===== src/rtl/apb_pkg.sv =====
// Shared APB definitions: master FSM state encoding and slave register map.
package apb_pkg;

  localparam logic [1:0] ST_IDLE   = 2'd0;
  localparam logic [1:0] ST_SETUP  = 2'd1;
  localparam logic [1:0] ST_ACCESS = 2'd2;

  typedef enum logic [1:0] {
    S_IDLE   = ST_IDLE,
    S_SETUP  = ST_SETUP,
    S_ACCESS = ST_ACCESS
  } apb_state_e;

  localparam logic [31:0] ADDR_DATA1 = 32'h1000;
  localparam logic [31:0] ADDR_DATA2 = 32'h1004;
  localparam logic [31:0] ADDR_DATA3 = 32'h1008;

endpackage


===== src/rtl/apb_gpio_master_arb_rr_arbiter.sv =====
// Combinational round-robin arbiter: scans from i_ptr upward (wrapping) and
// grants the first active request. Outputs are don't-care when i_req is 0.
module rr_arbiter #(
  parameter int NREQ = 2
) (
  input  logic [NREQ-1:0]         i_req,
  input  logic [$clog2(NREQ)-1:0] i_ptr,
  output logic [NREQ-1:0]         o_gnt,
  output logic [$clog2(NREQ)-1:0] o_idx
);

  localparam int IDX_W = $clog2(NREQ);
  localparam logic [IDX_W:0] NREQ_V = (IDX_W+1)'(NREQ);

  logic [IDX_W:0]   w_sum;
  logic [IDX_W-1:0] w_cand;
  logic             w_found;

  // Priority scan starting at the pointer; the sum is reduced modulo NREQ so
  // non-power-of-two requester counts wrap correctly.
  always_comb begin
    o_gnt   = '0;
    o_idx   = '0;
    w_found = 1'b0;
    w_sum   = '0;
    w_cand  = '0;
    for (int i = 0; i < NREQ; i++) begin
      w_sum = {1'b0, i_ptr} + (IDX_W+1)'(i);
      if (w_sum >= NREQ_V) w_sum = w_sum - NREQ_V;
      w_cand = w_sum[IDX_W-1:0];
      if (!w_found && i_req[w_cand]) begin
        w_found       = 1'b1;
        o_gnt[w_cand] = 1'b1;
        o_idx         = w_cand;
      end
    end
  end

endmodule


===== src/rtl/apb_gpio_master_arb.sv =====
// Round-robin APB master sharing one APB slave among NREQ requesters.
// Arbitrates in IDLE, runs SETUP/ACCESS, returns read data with a one-cycle
// done pulse, and aborts with err if the slave stalls for TIMEOUT cycles.
//
// state  | meaning
// IDLE   | bus idle; arbitrate and latch the winner's request
// SETUP  | PSEL=1, PENABLE=0 for exactly one cycle
// ACCESS | PSEL=1, PENABLE=1; wait for PREADY or timeout
module apb_gpio_master_arb
  import apb_pkg::*;
#(
  parameter int NREQ    = 2,
  parameter int ADDR_W  = 32,
  parameter int DATA_W  = 32,
  parameter int TIMEOUT = 16
) (
  input  logic                     PCLK,
  input  logic                     PRESET,
  input  logic [NREQ-1:0]          req,
  input  logic [NREQ-1:0]          req_write,
  input  logic [NREQ*ADDR_W-1:0]   req_addr,
  input  logic [NREQ*DATA_W-1:0]   req_wdata,
  output logic [NREQ-1:0]          gnt,
  output logic [NREQ-1:0]          done,
  output logic                     err,
  output logic [DATA_W-1:0]        rdata,
  output logic                     PSEL,
  output logic                     PENABLE,
  output logic [ADDR_W-1:0]        PADDR,
  output logic                     PWRITE,
  output logic [DATA_W-1:0]        PWDATA,
  input  logic [DATA_W-1:0]        PRDATA,
  input  logic                     PREADY
);

  localparam int IDX_W = $clog2(NREQ);
  // Wide enough to hold TIMEOUT itself; one bit when the timeout is disabled.
  localparam int CNT_W = (TIMEOUT > 0) ? $clog2(TIMEOUT + 1) : 1;

  logic [ADDR_W-1:0] w_addr  [NREQ];
  logic [DATA_W-1:0] w_wdata [NREQ];

  for (genvar g = 0; g < NREQ; g++) begin : g_unpack
    assign w_addr[g]  = req_addr[g*ADDR_W +: ADDR_W];
    assign w_wdata[g] = req_wdata[g*DATA_W +: DATA_W];
  end

  logic [NREQ-1:0]  w_arb_gnt;
  logic [IDX_W-1:0] w_arb_idx;

  apb_state_e        r_state,   w_state_nxt;
  logic [IDX_W-1:0]  r_idx,     w_idx_nxt;
  logic [IDX_W-1:0]  r_ptr,     w_ptr_nxt;
  logic [CNT_W-1:0]  r_cnt,     w_cnt_nxt;
  logic [NREQ-1:0]   r_gnt,     w_gnt_nxt;
  logic [NREQ-1:0]   r_done,    w_done_nxt;
  logic              r_err,     w_err_nxt;
  logic [DATA_W-1:0] r_rdata,   w_rdata_nxt;
  logic              r_psel,    w_psel_nxt;
  logic              r_penable, w_penable_nxt;
  logic [ADDR_W-1:0] r_paddr,   w_paddr_nxt;
  logic              r_pwrite,  w_pwrite_nxt;
  logic [DATA_W-1:0] r_pwdata,  w_pwdata_nxt;

  logic [IDX_W-1:0]  w_ptr_inc;
  logic [CNT_W-1:0]  w_cnt_inc;
  logic              w_timeout;

  rr_arbiter #(.NREQ(NREQ)) u_arb (
    .i_req (req),
    .i_ptr (r_ptr),
    .o_gnt (w_arb_gnt),
    .o_idx (w_arb_idx)
  );

  assign w_ptr_inc = (r_idx == IDX_W'(NREQ - 1)) ? '0 : r_idx + IDX_W'(1);
  assign w_cnt_inc = r_cnt + CNT_W'(1);
  assign w_timeout = (TIMEOUT != 0) && (w_cnt_inc == CNT_W'(TIMEOUT));

  // Next-state and next-output decode; every output is registered below.
  always_comb begin
    w_state_nxt   = r_state;
    w_idx_nxt     = r_idx;
    w_ptr_nxt     = r_ptr;
    w_cnt_nxt     = r_cnt;
    w_gnt_nxt     = r_gnt;
    w_done_nxt    = '0;
    w_err_nxt     = 1'b0;
    w_rdata_nxt   = r_rdata;
    w_psel_nxt    = r_psel;
    w_penable_nxt = r_penable;
    w_paddr_nxt   = r_paddr;
    w_pwrite_nxt  = r_pwrite;
    w_pwdata_nxt  = r_pwdata;
    case (r_state)
      S_IDLE: begin
        if (|req) begin
          w_state_nxt   = S_SETUP;
          w_idx_nxt     = w_arb_idx;
          w_gnt_nxt     = w_arb_gnt;
          w_paddr_nxt   = w_addr[w_arb_idx];
          w_pwrite_nxt  = req_write[w_arb_idx];
          w_pwdata_nxt  = w_wdata[w_arb_idx];
          w_psel_nxt    = 1'b1;
          w_penable_nxt = 1'b0;
          w_cnt_nxt     = '0;
        end
      end
      S_SETUP: begin
        w_state_nxt   = S_ACCESS;
        w_penable_nxt = 1'b1;
      end
      S_ACCESS: begin
        if (PREADY) begin
          if (!r_pwrite) w_rdata_nxt = PRDATA;
          w_done_nxt    = r_gnt;
          w_ptr_nxt     = w_ptr_inc;
          w_psel_nxt    = 1'b0;
          w_penable_nxt = 1'b0;
          w_gnt_nxt     = '0;
          w_state_nxt   = S_IDLE;
        end else if (w_timeout) begin
          w_done_nxt    = r_gnt;
          w_err_nxt     = 1'b1;
          w_ptr_nxt     = w_ptr_inc;
          w_psel_nxt    = 1'b0;
          w_penable_nxt = 1'b0;
          w_gnt_nxt     = '0;
          w_state_nxt   = S_IDLE;
        end else if (TIMEOUT != 0) begin
          w_cnt_nxt = w_cnt_inc;
        end
      end
      default: begin
        w_state_nxt   = S_IDLE;
        w_psel_nxt    = 1'b0;
        w_penable_nxt = 1'b0;
        w_gnt_nxt     = '0;
      end
    endcase
  end

  // State and output registers; reset drops the bus immediately.
  always_ff @(posedge PCLK or posedge PRESET) begin
    if (PRESET) begin
      r_state   <= S_IDLE;
      r_idx     <= '0;
      r_ptr     <= '0;
      r_cnt     <= '0;
      r_gnt     <= '0;
      r_done    <= '0;
      r_err     <= 1'b0;
      r_rdata   <= '0;
      r_psel    <= 1'b0;
      r_penable <= 1'b0;
      r_paddr   <= '0;
      r_pwrite  <= 1'b0;
      r_pwdata  <= '0;
    end else begin
      r_state   <= w_state_nxt;
      r_idx     <= w_idx_nxt;
      r_ptr     <= w_ptr_nxt;
      r_cnt     <= w_cnt_nxt;
      r_gnt     <= w_gnt_nxt;
      r_done    <= w_done_nxt;
      r_err     <= w_err_nxt;
      r_rdata   <= w_rdata_nxt;
      r_psel    <= w_psel_nxt;
      r_penable <= w_penable_nxt;
      r_paddr   <= w_paddr_nxt;
      r_pwrite  <= w_pwrite_nxt;
      r_pwdata  <= w_pwdata_nxt;
    end
  end

  assign gnt     = r_gnt;
  assign done    = r_done;
  assign err     = r_err;
  assign rdata   = r_rdata;
  assign PSEL    = r_psel;
  assign PENABLE = r_penable;
  assign PADDR   = r_paddr;
  assign PWRITE  = r_pwrite;
  assign PWDATA  = r_pwdata;

endmodule


===== config.mk =====
export PLATFORM = sky130hd
export DESIGN_NAME = apb_gpio_master_arb
export DESIGN_NICKNAME = d
export VERILOG_FILES = /design/src/rtl/apb_pkg.sv /design/src/rtl/apb_gpio_master_arb_rr_arbiter.sv /design/src/rtl/apb_gpio_master_arb.sv
export SDC_FILE = /design/constraint.sdc
export NUM_CORES = 1
export LEC_CHECK = 0
export CAP_MARGIN = 20
export CORE_AREA = 2 2 122 124
export DETAILED_ROUTE_END_ITERATION = 8
export DIE_AREA = 0 0 124 126
export PLACE_DENSITY = 0.74
export RECOVER_POWER = 100
export SYNTH_ARGS = -nofsm -noshare
export SYNTH_HDL_FRONTEND = slang
export SYNTH_HIERARCHICAL = 1
export SYNTH_SLANG_ARGS = --single-unit

===== constraint.sdc =====
create_clock -name PCLK -period 4.1 [get_ports PCLK]
set_clock_uncertainty 0.1 [all_clocks]
set_input_delay 1.025 -clock PCLK [delete_from_list [all_inputs] [get_ports PCLK]]
set_output_delay 1.025 -clock PCLK [all_outputs]
set_load 0.01 [all_outputs]

==> flow_results.org <==
** Outcome
- The run finished with clean final reports.

** Yosys
- For this run, the leading register cell type out of synthesis is sky130_fd_sc_hd__dfrtp_1.
- Avg Synthesized Cell Area :: 11.6 sq um
- Yosys printed 6 warnings.
- Combined area of all synthesized cells :: 0.00491 sq mm
- Commonest cells in the synthesized netlist :: 112 x sky130_fd_sc_hd__dfrtp_1, 71 x sky130_fd_sc_hd__nor2_1, 68 x sky130_fd_sc_hd__a21oi_1, 68 x sky130_fd_sc_hd__mux2i_1, 32 x sky130_fd_sc_hd__mux2_2
- In this run, synthesis produced a sequential element count of 112.
- Synthesis produced a netlist with a net count of 591.
- Sequential fraction of the synthesis area :: 57.1%
- In the synthesized netlist the async set-or-reset flop fraction comes to 100%.
- Counting flops with a built-in enable in the synthesized netlist gives 0.
- Area leader, netlist :: sky130_fd_sc_hd__dfrtp_1
- Synthesized instance count :: 422
- The netlist uses 39 different library cells.
- Leading cell type by number of instances after synthesis :: sky130_fd_sc_hd__dfrtp_1
- Area fraction of the dominant cell type after synthesis :: 57.1%
- Cells taking the most area after synthesis :: sky130_fd_sc_hd__dfrtp_1 57%, sky130_fd_sc_hd__mux2i_1 14%, sky130_fd_sc_hd__mux2_2 7.3%, sky130_fd_sc_hd__a21oi_1 6.9%, sky130_fd_sc_hd__nor2_1 5.4%

** STA
- Adding up every negative setup slack in the final design gives 0 ns.
- Final clock period utilization by the worst path :: 78.8%
- For the pin with the worst max-slew slack, the measured transition is 1.30 ns.
- Final Slew Violations :: 0
- Setup violations remaining at the end of the flow were counted as 0.
- Headroom to the max-slew limit :: 13.3%
- RSZ-0062 raised after global routing :: no
- The number of hold violations in the final report came to 0.
- Fmax :: 310 MHz
- Subtracting the final worst setup slack from the clock period gives 3.23 ns.

** Placement
- Port buffering added 270 buffers.
- Summed over all nets, the half-perimeter wirelength after detailed placement is 10,600 um.
- Summing all placed instances gives a cell area of 0.00783 sq mm.
- Routability congestion estimate from global placement :: 0.779

** Clock tree
- At the later pin of the worst-skew pair, clock insertion delay measures 0.34 ns.
- Clock tree from TritonCTS :: built
- Clock input transition at the sequential cells of the worst setup and hold paths :: 0.07 ns
- Buffers inserted during clock tree synthesis total 9.
- The clock passes through at most 2 buffers.
- Postcts setup bufs :: 0
- Post-cts repair resize count :: 0
- Sink count of the clock tree :: 112
- In this run the number of H-tree levels came out at 3.
- CTS placed an instance of sky130_fd_sc_hd__clkbuf_16 at the clock tree root.
- Buffers inserted to repair hold after CTS numbered 0.

** Power and ir drop
- The internal power of the cells totals 3.29 mW.
- Sequential cells burn 37.6% of the power.
- The share of total power dissipated in the clock network is 16.6%.
- Logic gate share of total power :: 45.8%
- In this run the static leakage power is 3.38 nW.
- Net switching is 35.0% of the power.
- Net Sw Power :: 1.77 mW
- Across the VDD grid, the largest voltage drop is 0.278 mV.
- Power density over the cells :: 628 mW/mm^2

** Final layout
- Fill cell instance count of the final layout :: 1,227
- Across the whole layout, storage elements account for 0.00280 sq mm.
- In the final layout, the multi-input gates occupy 0.00193 sq mm.
- In the final layout, the share of cells above drive strength 1 is 8.27%.
- 0 antenna diodes ended up in the layout.
- Relative to the synthesized area, the layout overhead comes to 64.0%.
- Post-route design area :: 0.00806 sq mm
- Final net count :: 853

** Worst setup path
- Data arrival, critical path :: 3.34 ns
- Data required time at the worst endpoint :: 4.21 ns
- Startpoint type of the worst setup path :: input pin
- The largest single stage delay on the critical path is 1.02 ns.
- Along the worst path, the maximum fanout reaches 29.
- Slowest stage cell on the critical path :: sky130_fd_sc_hd__a21boi_1
- Dominant delay contributor by cell family on the critical path :: compound AO/OA/AOI/OAI gates
- The number of buffers and inverters on the critical path is 2.
- The worst setup path is captured at a flip-flop.
- The critical path goes through dlygate4sd3_1 > a21boi_1 > buf_12 > mux2i_1 > a21oi_1.
- The critical path is of the in -> reg type.

** Global routing
- Via count of the first global-routing pass :: 4,397
- Initial antenna violation count :: 0
- Global-route wire length before repair :: 21,400 um
- Global-route total usage across every layer :: 17.7%
- Summed over all layers, the global routing overflow is 0.
- Pin count of the biggest net entering global routing :: 77

** Route
- Total via count after detailed routing :: 4,197
- Pre-Repair DR Iteration Count :: 4
- The detailed router finished its first iteration with 132 violations.
- In the routed design, unresolved DRC markers number 0.
- In this run the remaining antenna-violating nets after routing total 0.
- Total length of routed wires :: 13,800 um
- Routed length per placed instance :: 15.9 um
- Dividing the detail-routed via count by the number of cells gives 4.81.

** Die
- The die covers 0.0156 sq mm.
- The initial utilization of the core area, before any placement, comes to 34.3%.
- Horizontal die dimension :: 124 um
- Row count :: 44
- In this run the count of I/O pins placed on the die edge is 271.
- The core region is 0.0143 sq mm.
- The floorplan step set the die height to 126 um.

** Worst hold path
- Worst hold path class :: reg -> reg

** Flow run
- Reported max-cap violation count :: 0
## per-layer routing
metal | up-vias | global-route usage [%] | wire [um]
met2 | 195 | 30.9 | 7000
met4 | 0 | 7.14 | 359
li1 | 2000 | - | -
met1 | 1977 | 19.0 | 5020
met5 | - | 0 | 0
met3 | 25 | 6.70 | 1470
## worst register-to-register path: cells and delay by family (launching register included)
family | cells | cell delay (ns)
AO/OA/AOI/OAI | 3 | 1.15
adder cells (fa/ha/maj) | 1 | 0.28
flip-flops | 1 | 0.45
AND/OR/NAND/NOR | 2 | 0.59
## registers in the layout, summed over array words and instances (netlist names), 2 cells and up
name     count
r_state      2
rdata       32
PADDR       32
done         2
PWDATA      32
gnt          2
r_cnt        5
## logic make-up after synthesis
kind of cell	synth area share [%]
AOI/OAI and AO/OA	10.0
xor gates and xnor gates	0.178
adders and majority gates	0.509
buffers and inverters	2.88
DFF	57.1
muxes	21.4
and+or+nand+nor	7.90
## worst paths after layout
check	cells past startpoint	slack, ns	start	end
worst max-delay path	5	0.87	req[0]	PADDR[1]$_DFFE_PP0P_
worst min-delay path	1	0.37	r_idx$_DFFE_PP0P_	r_ptr$_DFFE_PP0P_
worst max register to register	6	1.43	r_cnt[0]$_DFFE_PP0P_	r_cnt[1]$_DFFE_PP0P_
worst min register to register	1	0.37	r_idx$_DFFE_PP0P_	r_ptr$_DFFE_PP0P_
max in group asynchronous	3	1.31	PRESET	PWDATA[15]$_DFFE_PP0P_
min in group asynchronous	2	1.01	PRESET	rdata[2]$_DFFE_PP0P_
## final cells by class
| type | instances | share of cell area [%] |
|---|---|---|
| multi-input cells | 280 | 24.0 |
| repair buffers | 277 | 34.6 |
| inverters | 4 | 0.202 |
| flip-flops and latches | 112 | 34.8 |
| well taps | 184 | 2.86 |
| clock buffers | 12 | 3.18 |
| clock inverters | 4 | 0.342 |
## power groups by stage
stage / registers, mW / clock network [mW] / logic (mW)
2_1_floorplan: 2.14 / 0 / 0.916
3_3_place_gp: 1.92 / 0 / 2.49
3_5_place_dp: 1.95 / 0 / 2.54
4_1_cts: 1.94 / 0.864 / 2.55
5_1_grt: 1.97 / 0.912 / 2.54
6_report: 1.90 / 0.841 / 2.31
## stage by stage
stage	cells	total power, mW	worst slack (ns)	util [%]	hold WS, ns
floorplan	422	3.05	0.0160	-	0.322
global placement	857	4.41	1.19	54.7	0.332
detailed placement	857	4.49	1.16	54.7	0.343
CTS	873	5.36	1.48	56.7	0.375
global route	873	5.43	0.765	56.3	0.385
finish	873	5.06	0.870	56.3	0.367
## cells in the final DEF, fill, tap and decap left out, types with 2 or more instances in the layout
cell type                         instances
sky130_fd_sc_hd__o2bb2ai_1                2
sky130_fd_sc_hd__buf_4                    2
sky130_fd_sc_hd__o21ai_0                  3
sky130_fd_sc_hd__nand3_1                  2
sky130_fd_sc_hd__mux2i_1                 68
sky130_fd_sc_hd__a21oi_1                 68
sky130_fd_sc_hd__clkinv_2                 2
sky130_fd_sc_hd__mux2_2                  32
sky130_fd_sc_hd__a31oi_1                  2
sky130_fd_sc_hd__dfrtp_1                112
sky130_fd_sc_hd__ha_1                     2
sky130_fd_sc_hd__clkdlybuf4s50_1        163
sky130_fd_sc_hd__dlygate4sd3_1          107
sky130_fd_sc_hd__clkbuf_8                 2
sky130_fd_sc_hd__inv_1                    3
sky130_fd_sc_hd__clkbuf_2                 2
sky130_fd_sc_hd__a21boi_1                 2
sky130_fd_sc_hd__buf_12                   3
sky130_fd_sc_hd__nor4_1                   2
sky130_fd_sc_hd__nor2_1                  72
sky130_fd_sc_hd__nand2_1                  4
sky130_fd_sc_hd__nand2b_1                 2
sky130_fd_sc_hd__clkbuf_16                9
(Power assumes the default switching activity.)
